$ cat src/rtl/musa_mem_pkg.sv
// rtl/musa_mem_pkg.sv - shared types and defaults for the MUSA data memory arbiter
//
// Purpose : requester owner encoding, arbiter state enum and default
//           memory geometry shared by data_memory_arbiter and arb_rvalid_pipe.
// Ports   : none (package)

package musa_mem_pkg;

  localparam int MEM_DATA_WIDTH = 32;
  localparam int MEM_ADDR_WIDTH = 8;

  typedef enum logic {
    OWN_CORE = 1'b0,
    OWN_HOST = 1'b1
  } owner_e;

  typedef enum logic [1:0] {
    IDLE     = 2'd0,
    CORE_OWN = 2'd1,
    HOST_OWN = 2'd2
  } arb_state_e;

endpackage

$ cat src/rtl/arb_rvalid_pipe.sv
// rtl/arb_rvalid_pipe.sv - read-return tag pipe matching the memory read latency
//
// Purpose : shifts a {valid, owner} tag through LATENCY stages so the tag
//           leaves the pipe in the same cycle the memory presents the data.
// Ports   : clk      - clock
//           rst_n    - asynchronous active-low clear (drops in-flight tags)
//           push_i   - a read was granted this cycle
//           owner_i  - requester that issued the read
//           valid_o  - tag at the end of the pipe is valid
//           owner_o  - owner of that tag

module arb_rvalid_pipe #(
  parameter int LATENCY = 1
) (
  input  logic clk,
  input  logic rst_n,
  input  logic push_i,
  input  logic owner_i,
  output logic valid_o,
  output logic owner_o
);

  logic [LATENCY-1:0] vld_q, vld_d;
  logic [LATENCY-1:0] own_q, own_d;

  // Stage 0 takes the new tag; works unchanged for LATENCY == 1.
  always_comb begin
    vld_d = (vld_q << 1) | LATENCY'(push_i);
    own_d = (own_q << 1) | LATENCY'(owner_i);
  end

  always_ff @(posedge clk or negedge rst_n) begin
    if (!rst_n) begin
      vld_q <= '0;
      own_q <= '0;
    end else begin
      vld_q <= vld_d;
      own_q <= own_d;
    end
  end

  assign valid_o = vld_q[LATENCY-1];
  assign owner_o = own_q[LATENCY-1];

endmodule

$ cat src/rtl/data_memory_arbiter.sv
// rtl/data_memory_arbiter.sv - round-robin bounded-burst arbiter for the shared data memory
//
// Purpose : shares the single-port data memory between the core load/store
//           path and the host/debug port. Grants are combinational; the
//           owner may keep the port for MAX_BURST grants while the other
//           side waits, then ownership flips.
// Ports   : clk, rst_n                       - clock, async active-low reset
//           core_req/we/addr/wdata           - core request channel
//           core_gnt/rvalid/rdata            - core grant and read return
//           host_req/we/addr/wdata           - host request channel
//           host_gnt/rvalid/rdata            - host grant and read return
//           mem_address/mem_data/mem_wren    - drive to data_memory
//           mem_q                            - data_memory read data

module data_memory_arbiter
  import musa_mem_pkg::*;
#(
  parameter int DATA_WIDTH  = MEM_DATA_WIDTH,
  parameter int ADDR_WIDTH  = MEM_ADDR_WIDTH,
  parameter int MEM_LATENCY = 1,
  parameter int MAX_BURST   = 4
) (
  input  logic                  clk,
  input  logic                  rst_n,
  input  logic                  core_req,
  input  logic                  core_we,
  input  logic [ADDR_WIDTH-1:0] core_addr,
  input  logic [DATA_WIDTH-1:0] core_wdata,
  output logic                  core_gnt,
  output logic                  core_rvalid,
  output logic [DATA_WIDTH-1:0] core_rdata,
  input  logic                  host_req,
  input  logic                  host_we,
  input  logic [ADDR_WIDTH-1:0] host_addr,
  input  logic [DATA_WIDTH-1:0] host_wdata,
  output logic                  host_gnt,
  output logic                  host_rvalid,
  output logic [DATA_WIDTH-1:0] host_rdata,
  output logic [ADDR_WIDTH-1:0] mem_address,
  output logic [DATA_WIDTH-1:0] mem_data,
  output logic                  mem_wren,
  input  logic [DATA_WIDTH-1:0] mem_q
);

  localparam int CW = $clog2(MAX_BURST + 1);
  localparam logic [CW-1:0] BURST_MAX = CW'(MAX_BURST);

  arb_state_e    state_q, state_d;
  logic [CW-1:0] burst_q, burst_d;
  owner_e        last_q, last_d;

  logic pipe_push;
  logic pipe_owner_in;
  logic pipe_valid;
  logic pipe_owner;

  // Grant decision. Grants are held off while reset is asserted so the
  // memory sees no write and the requesters see no accept.
  always_comb begin
    core_gnt = 1'b0;
    host_gnt = 1'b0;
    if (rst_n) begin
      if (core_req && !host_req) begin
        core_gnt = 1'b1;
      end else if (host_req && !core_req) begin
        host_gnt = 1'b1;
      end else if (core_req && host_req) begin
        unique case (state_q)
          CORE_OWN: begin
            if (burst_q < BURST_MAX) core_gnt = 1'b1;
            else                     host_gnt = 1'b1;
          end
          HOST_OWN: begin
            if (burst_q < BURST_MAX) host_gnt = 1'b1;
            else                     core_gnt = 1'b1;
          end
          default: begin
            // From IDLE a tie goes to whoever did not own the port last.
            if (last_q == OWN_HOST) core_gnt = 1'b1;
            else                    host_gnt = 1'b1;
          end
        endcase
      end
    end
  end

  // Next state: extend the burst for the current owner, restart it on a
  // change of owner, fall back to IDLE when nobody is granted.
  always_comb begin
    state_d = state_q;
    burst_d = burst_q;
    last_d  = last_q;
    if (core_gnt) begin
      if (state_q == CORE_OWN) begin
        if (burst_q != BURST_MAX) burst_d = burst_q + CW'(1);
      end else begin
        state_d = CORE_OWN;
        burst_d = CW'(1);
        last_d  = OWN_CORE;
      end
    end else if (host_gnt) begin
      if (state_q == HOST_OWN) begin
        if (burst_q != BURST_MAX) burst_d = burst_q + CW'(1);
      end else begin
        state_d = HOST_OWN;
        burst_d = CW'(1);
        last_d  = OWN_HOST;
      end
    end else begin
      state_d = IDLE;
      burst_d = '0;
    end
  end

  always_ff @(posedge clk or negedge rst_n) begin
    if (!rst_n) begin
      state_q <= IDLE;
      burst_q <= '0;
      last_q  <= OWN_HOST;
    end else begin
      state_q <= state_d;
      burst_q <= burst_d;
      last_q  <= last_d;
    end
  end

  // Memory drive follows the granted requester; quiet bus otherwise.
  always_comb begin
    mem_address = '0;
    mem_data    = '0;
    mem_wren    = 1'b0;
    if (core_gnt) begin
      mem_address = core_addr;
      mem_data    = core_wdata;
      mem_wren    = core_we;
    end else if (host_gnt) begin
      mem_address = host_addr;
      mem_data    = host_wdata;
      mem_wren    = host_we;
    end
  end

  assign pipe_push     = (core_gnt && !core_we) || (host_gnt && !host_we);
  assign pipe_owner_in = host_gnt ? OWN_HOST : OWN_CORE;

  arb_rvalid_pipe #(
    .LATENCY (MEM_LATENCY)
  ) u_rvalid_pipe (
    .clk     (clk),
    .rst_n   (rst_n),
    .push_i  (pipe_push),
    .owner_i (pipe_owner_in),
    .valid_o (pipe_valid),
    .owner_o (pipe_owner)
  );

  assign core_rvalid = pipe_valid && (pipe_owner == OWN_CORE);
  assign host_rvalid = pipe_valid && (pipe_owner == OWN_HOST);

  // Read data is shared; each side qualifies it with its own rvalid.
  assign core_rdata = mem_q;
  assign host_rdata = mem_q;

endmodule

$ cat config.mk
export PLATFORM = sky130hd
export DESIGN_NAME = data_memory_arbiter
export DESIGN_NICKNAME = d
export VERILOG_FILES = /design/src/rtl/musa_mem_pkg.sv /design/src/rtl/arb_rvalid_pipe.sv /design/src/rtl/data_memory_arbiter.sv
export SDC_FILE = /design/constraint.sdc
export NUM_CORES = 1
export LEC_CHECK = 0
export ABC_AREA = 1
export CORE_ASPECT_RATIO = 0.7
export CORE_MARGIN = 3
export CORE_UTILIZATION = 26
export CTS_CLUSTER_SIZE = 28
export DETAILED_ROUTE_END_ITERATION = 6
export PLACE_DENSITY = 0.95
export SYNTH_ARGS = -nofsm -noshare
export SYNTH_HDL_FRONTEND = slang
export SYNTH_SLANG_ARGS = --single-unit
$ cat constraint.sdc
create_clock -name clk -period 3.4 [get_ports clk]
set_input_delay 1.02 -clock clk [delete_from_list [all_inputs] [get_ports clk]]
set_output_delay 1.02 -clock clk [all_outputs]
set_load 0.01 [all_outputs]
### Yosys cells after proc, flatten, opt, wreduce, memory -nomap -nowiden

Index checks and enable logic that the tools add are counted.

| word-level totals | value |
|---|---|
| word-level logic and storage cells | 63 |
| memories kept | 0 |
| output and inout port bits | 109 |
| bits in read-only memories | 0 |
| bits in registers | 8 |
| RAM bits | 0 |
| input port bits | 118 |
| bits in latches | 0 |

| cells by class | value |
|---|---|
| $mul | 0 |
| add/subtract/negate cells | 1 |
| shift-type cells | 0 |
| mux-type cells | 34 |
| bitwise gates (word level) | 1 |
| equal/unequal tests | 6 |
| $lt $le $gt $ge | 1 |
| div/mod/pow operators | 0 |
| reductions and logical operators | 15 |

Operators by type and width:

| cell | count |
|---|---|
| 32-bit two-way mux | 2 |
| 1-bit two-way mux | 19 |
| 8-bit two-way mux | 2 |
| 3-bit two-way mux | 5 |
| 2-bit two-way mux | 4 |
| 1-bit logical AND | 7 |
| 3-bit inequality test, second input constant | 2 |
| 1-bit zero test | 4 |
| 2-bit inequality test, second input constant | 2 |
| 1-bit case mux with 2 select lines | 2 |
| 3-bit by 1-bit adder with 3-bit output, second input constant | 1 |
| 3-bit less-than comparator, second input constant | 1 |
| 3-bit AND reduction | 1 |
| 2-bit by 1-bit equality test with 1-bit output, second input constant | 1 |
| 2-bit equality test, second input constant | 1 |
| 2-bit AND reduction | 1 |
| 2-bit nonzero test | 1 |
| 1-bit logical OR | 1 |
| 1-bit NOT | 1 |

### Logic depth before layout (Yosys ltp)

| logic depth | value |
|---|---|
| word-level depth | 9 |
| mapped depth | 11 |
| mapped depth without buffers | 11 |

### By module

A second synthesis with hierarchy kept.

| second synthesis, totals | value |
|---|---|
| cells, all modules | 262 |
| area, all modules | 1614.0 um^2 |

Modules (own cells, without submodules):

| module | cells each | seq. area each (um^2) | area each (um^2) | instances |
|---|---|---|---|---|
| data_memory_arbiter | 260 | 151.4 | 1564.0 | 1 |
| arb_rvalid_pipe | 2 | 50.0 | 50.0 | 1 |

### Worst setup path before layout

Ideal clock, no wire load.

| path | value |
|---|---|
| path kind | input to output |
| from | in core_req |
| to | out mem_address[0] |
| required time | 2.380 ns |
| arrival time | 1.979 ns |
| slack | 0.401 ns |
| stages | 9 |
| path buffers | 1 |
| path through | inv_1 -> a21oi_2 -> nand2_1 -> o21ai_4 -> nand2_4 -> inv_4 -> buf_6 -> nand2_1 -> nand2_1 |

| between the ends | value |
|---|---|
| elaborated cells on any way between the ends | 14 |
| classes of those cells | mux (10); reduce/logical (4) |

RTL lines:

| what | line | text |
|---|---|---|
| start, declared | data_memory_arbiter.sv:25 | `input logic core_req,` |
| 1-bit logical AND or 1-bit zero test (tied branches) | data_memory_arbiter.sv:67, data_memory_arbiter.sv:65 |  |
| 1-bit two-way mux or 1-bit logical AND (tied branches) | data_memory_arbiter.sv:67, data_memory_arbiter.sv:65 |  |
| 1-bit two-way mux | data_memory_arbiter.sv:65 | `end else if (host_req && !core_req) begin` |
| 1-bit two-way mux * | data_memory_arbiter.sv:63 | `if (core_req && !host_req) begin` |
| 1-bit two-way mux * | data_memory_arbiter.sv:62 | `if (rst_n) begin` |
| net core_gnt | data_memory_arbiter.sv:29 | `output logic core_gnt,` |
| 8-bit two-way mux * | data_memory_arbiter.sv:132 | `if (core_gnt) begin` |
| end, declared | data_memory_arbiter.sv:39 | `output logic [ADDR_WIDTH-1:0] mem_address,` |

Mark *: on every way through the listed nets, which the timed path passes. The rest lies on a longest branch.

### Worst setup path after layout

| path | value |
|---|---|
| from | in core_req |
| to | out mem_data[13] |

| between the ends | value |
|---|---|
| cells in the longest elaborated chain, start to end | 7 |
| elaborated cells on any way between the ends | 14 |
| classes of those cells | mux (10); reduce/logical (4) |

Ends and longest elaborated chain:

| what | line | text |
|---|---|---|
| 1-bit logical AND or 1-bit zero test (tied branches) | data_memory_arbiter.sv:67, data_memory_arbiter.sv:65 |  |
| 1-bit two-way mux or 1-bit logical AND (tied branches) | data_memory_arbiter.sv:67, data_memory_arbiter.sv:65 |  |
| 1-bit two-way mux | data_memory_arbiter.sv:65 |  |
| 1-bit two-way mux | data_memory_arbiter.sv:63 |  |
| 1-bit two-way mux | data_memory_arbiter.sv:62 |  |
| 32-bit two-way mux | data_memory_arbiter.sv:136 | `end else if (host_gnt) begin` |
| 32-bit two-way mux * | data_memory_arbiter.sv:132 |  |
| end, declared | data_memory_arbiter.sv:40 | `output logic [DATA_WIDTH-1:0] mem_data,` |

Mark *: on every way between the ends. The rest lies on a longest branch, timed or not.

==> flow_summary_export.csv <==
group,metric,value,unit
status,status,"completed",
routing,wl_met1,2270,µm
synth,syn_nets,383,
sta,fin_crit_sh,97.4,%
sta,slew_violations,0,
floorplanning,num_rows,23,
sta,setup_viol,0,
synth,ys.flop_type,"dfrtp_1",
sta,setup_tns,0,ns
sta,max_freq,302,MHz
critical_path,required,2.38,ns
placed_design,placed_cell_area,2520,µm²
global_routing,grt_pass1_wl,9130,µm
layout,layout_commonest_cell,"nand2_1",
global_routing,grt_pass1_vias,1824,
power_and_ir_drop,finalPower,0.831,mW
routing,num_vias,1776,
cts,cts_tree,"yes",
routing,wl_per_cell,14.3,µm
placed_design,routabilityCongestion,0.831,
placed_design,dp_cells,403,
cts,clockBufferDepth,2,
floorplanning,die_h,71.2,µm
routing,avgViaCountPerCell,4.26,
synth,ys_async_sr_fraction,100,%
floorplanning,ioPinCount,227,
floorplanning,fp.coreArea,5780,µm²
sta,rsz0062_at_grt,"yes",
sta,clock_skew,0.000738,ns
layout,layoutNonFillerInstCount,417,
synth,yosysWarnings,0,
routing,highest_layer,"met4",
critical_path,start_kind,"input pin",
cts,clk_pin_slew,0.04,ns
cts,clock_latency,0.23,ns
layout,n_antenna_cell,0,
sta,setup_slack,0.0891,ns
critical_path,arrival,2.29,ns
power_and_ir_drop,peakVddDrop,242,µV
routing,wl_met2,2860,µm
synth,syn_area,1580,µm²
routing,wl_met3,785,µm
sta,hold_viol,0,
placed_design,io_buffers,130,
sta,slew_headroom,84.9,%
layout,area_growth_syn_to_layout,65.2,%
critical_path,crit_path_max_fanout,11,
routing,firstDrtPassIters,4,
critical_path,crit_type,"input pin to output port",
layout,fin_area,2600,µm²
job,maxCapViolCount,0,
routing,routed_wl,5970,µm
critical_path,end_kind,"output port",
hold_path,hp-class,"flip-flop to flip-flop",
synth,syn_inst,261,
global_routing,overflow,0,
cts,clock_sinks,8,
synth,synth-edff-count,0,
synth,synth.distinct_cells,22,
power_and_ir_drop,p_per_area,319,nW/µm²
layout,nets,465,
layout,post-route-util,45.0,%
cts,root_buffer,"clkbuf_8",
routing,first_iter_violations,36,
floorplanning,fp.dieW,99.1,µm
cts,h-tree-depth,1,
synth,yosys_register_bits,8,
sta,min_period,3.31,ns
global_routing,grt_use_total,16.1,%
power_and_ir_drop,p_leak,1.36,nW
placed_design,hpwlAfterDp,4680,µm
layout,drive_above_1_share,23.7,%
synth,synth_seq_area_share,12.8,%
routing,drc,0,
placed_design,preCtsSetupSlack,-0.510,ns
layout,layout_common_cells,"nand2_1 (136), clkdlybuf4s50_1 (85), buf_2 (32)",
floorplanning,start_util,27.3,%
routing,ant_nets,0,
global_routing,grt_antenna_before_repair,0,
synth,avgSynthCellArea,6.04,µm²
floorplanning,die-area,7050,µm²
sta,hold-worst-slack,0.471,ns
cts,cts_buffers,3,
sta,worstMarginPinSlew,0.227,ns
global_routing,grt_start_max_net_pins,23,
==> cell families (layout without fill, tap and decap cells) <==
group / after synthesis / count (layout) / synth area share (%)
and+or+nand+nor: 151 / 151 / 38.1
buffers and inverters: 87 / 168 / 39.9
AOI/OAI and AO/OA: 8 / 8 / 4.29
DFF: 8 / 8 / 12.8
adders and majority gates: 4 / 4 / 3.17
xor gates and xnor gates: 2 / 2 / 1.11
muxes: 1 / 1 / 0.635
==> final timing paths <==
kind	start	endpoint	slack, ns	depth (start not counted)
max reg2reg	state_q[0]	burst_q[0]	1.47	13
max in group asynchronous	rst_n	last_q	2.30	2
max	core_req	mem_data[13]	0.09	12
min in group asynchronous	rst_n	state_q[1]	0.88	2
min reg2reg	last_q	last_q	0.47	2
min	last_q	last_q	0.47	2
==> state kept, by name, indices dropped and copies added (netlist names) <==
signal	cells
state_q	2
last_q	1
burst_q	3
u_rvalid_pipe.valid_o	1
u_rvalid_pipe.owner_o	1
==> report_power, final <==
group	internal (mW)	switching, mW
combinational	0.311	0.271
sequential	0.117	0.0111
clock	0.0815	0.0408
==> critical path, cell delays in order <==
cell and delay [ns]:
buf_2 0.10, inv_2 0.05, a21oi_2 0.04, buf_4 0.14
a21oi_4 0.15, inv_2 0.08, nor2_8 0.11, buf_12 0.14
buf_12 0.13, nand2_1 0.05, nand2_1 0.06, clkdlybuf4s15_2 0.22
==> metal layers <==
metal | global-route usage (%) | vias up
li1 | - | 877
met1 | 17.7 | 762
met2 | 28.3 | 127
met3 | 7.88 | 10
met4 | 3.33 | 0
met5 | 0 | -
==> repair_timing <==
action | CTS | global route
pin swaps | 6 | 4
cloned | 4 | 0
setup buffers | 7 | 1
setup endpoints to repair | 43 | 19
endpoints found under the hold margin | 0 | 0
hold buffers | 0 | 0
resized for setup | 167 | 10
==> area by class of cell <==
cell class                 count  area (µm²)
inverter                      15        58.8
timing repair buffer         149        1440
fill                         598        3180
multi-input combinational    166         763
clock buffer                   4        45.0
sequential                     8         201
tap                           75        93.8
==> Yosys cell counts (all sizes together), types with 2 or more instances <==
cell type | n | area (µm²)
a21oi | 4 | 35.0
buf | 72 | 571
dfrtp | 7 | 175
ha | 4 | 50.1
inv | 15 | 58.8
nand2 | 142 | 541
nand3 | 4 | 25.0
nor2 | 5 | 35.0
o21ai | 3 | 26.3
xor2 | 2 | 17.5
Note: power is estimated with default switching activity, not from simulation.
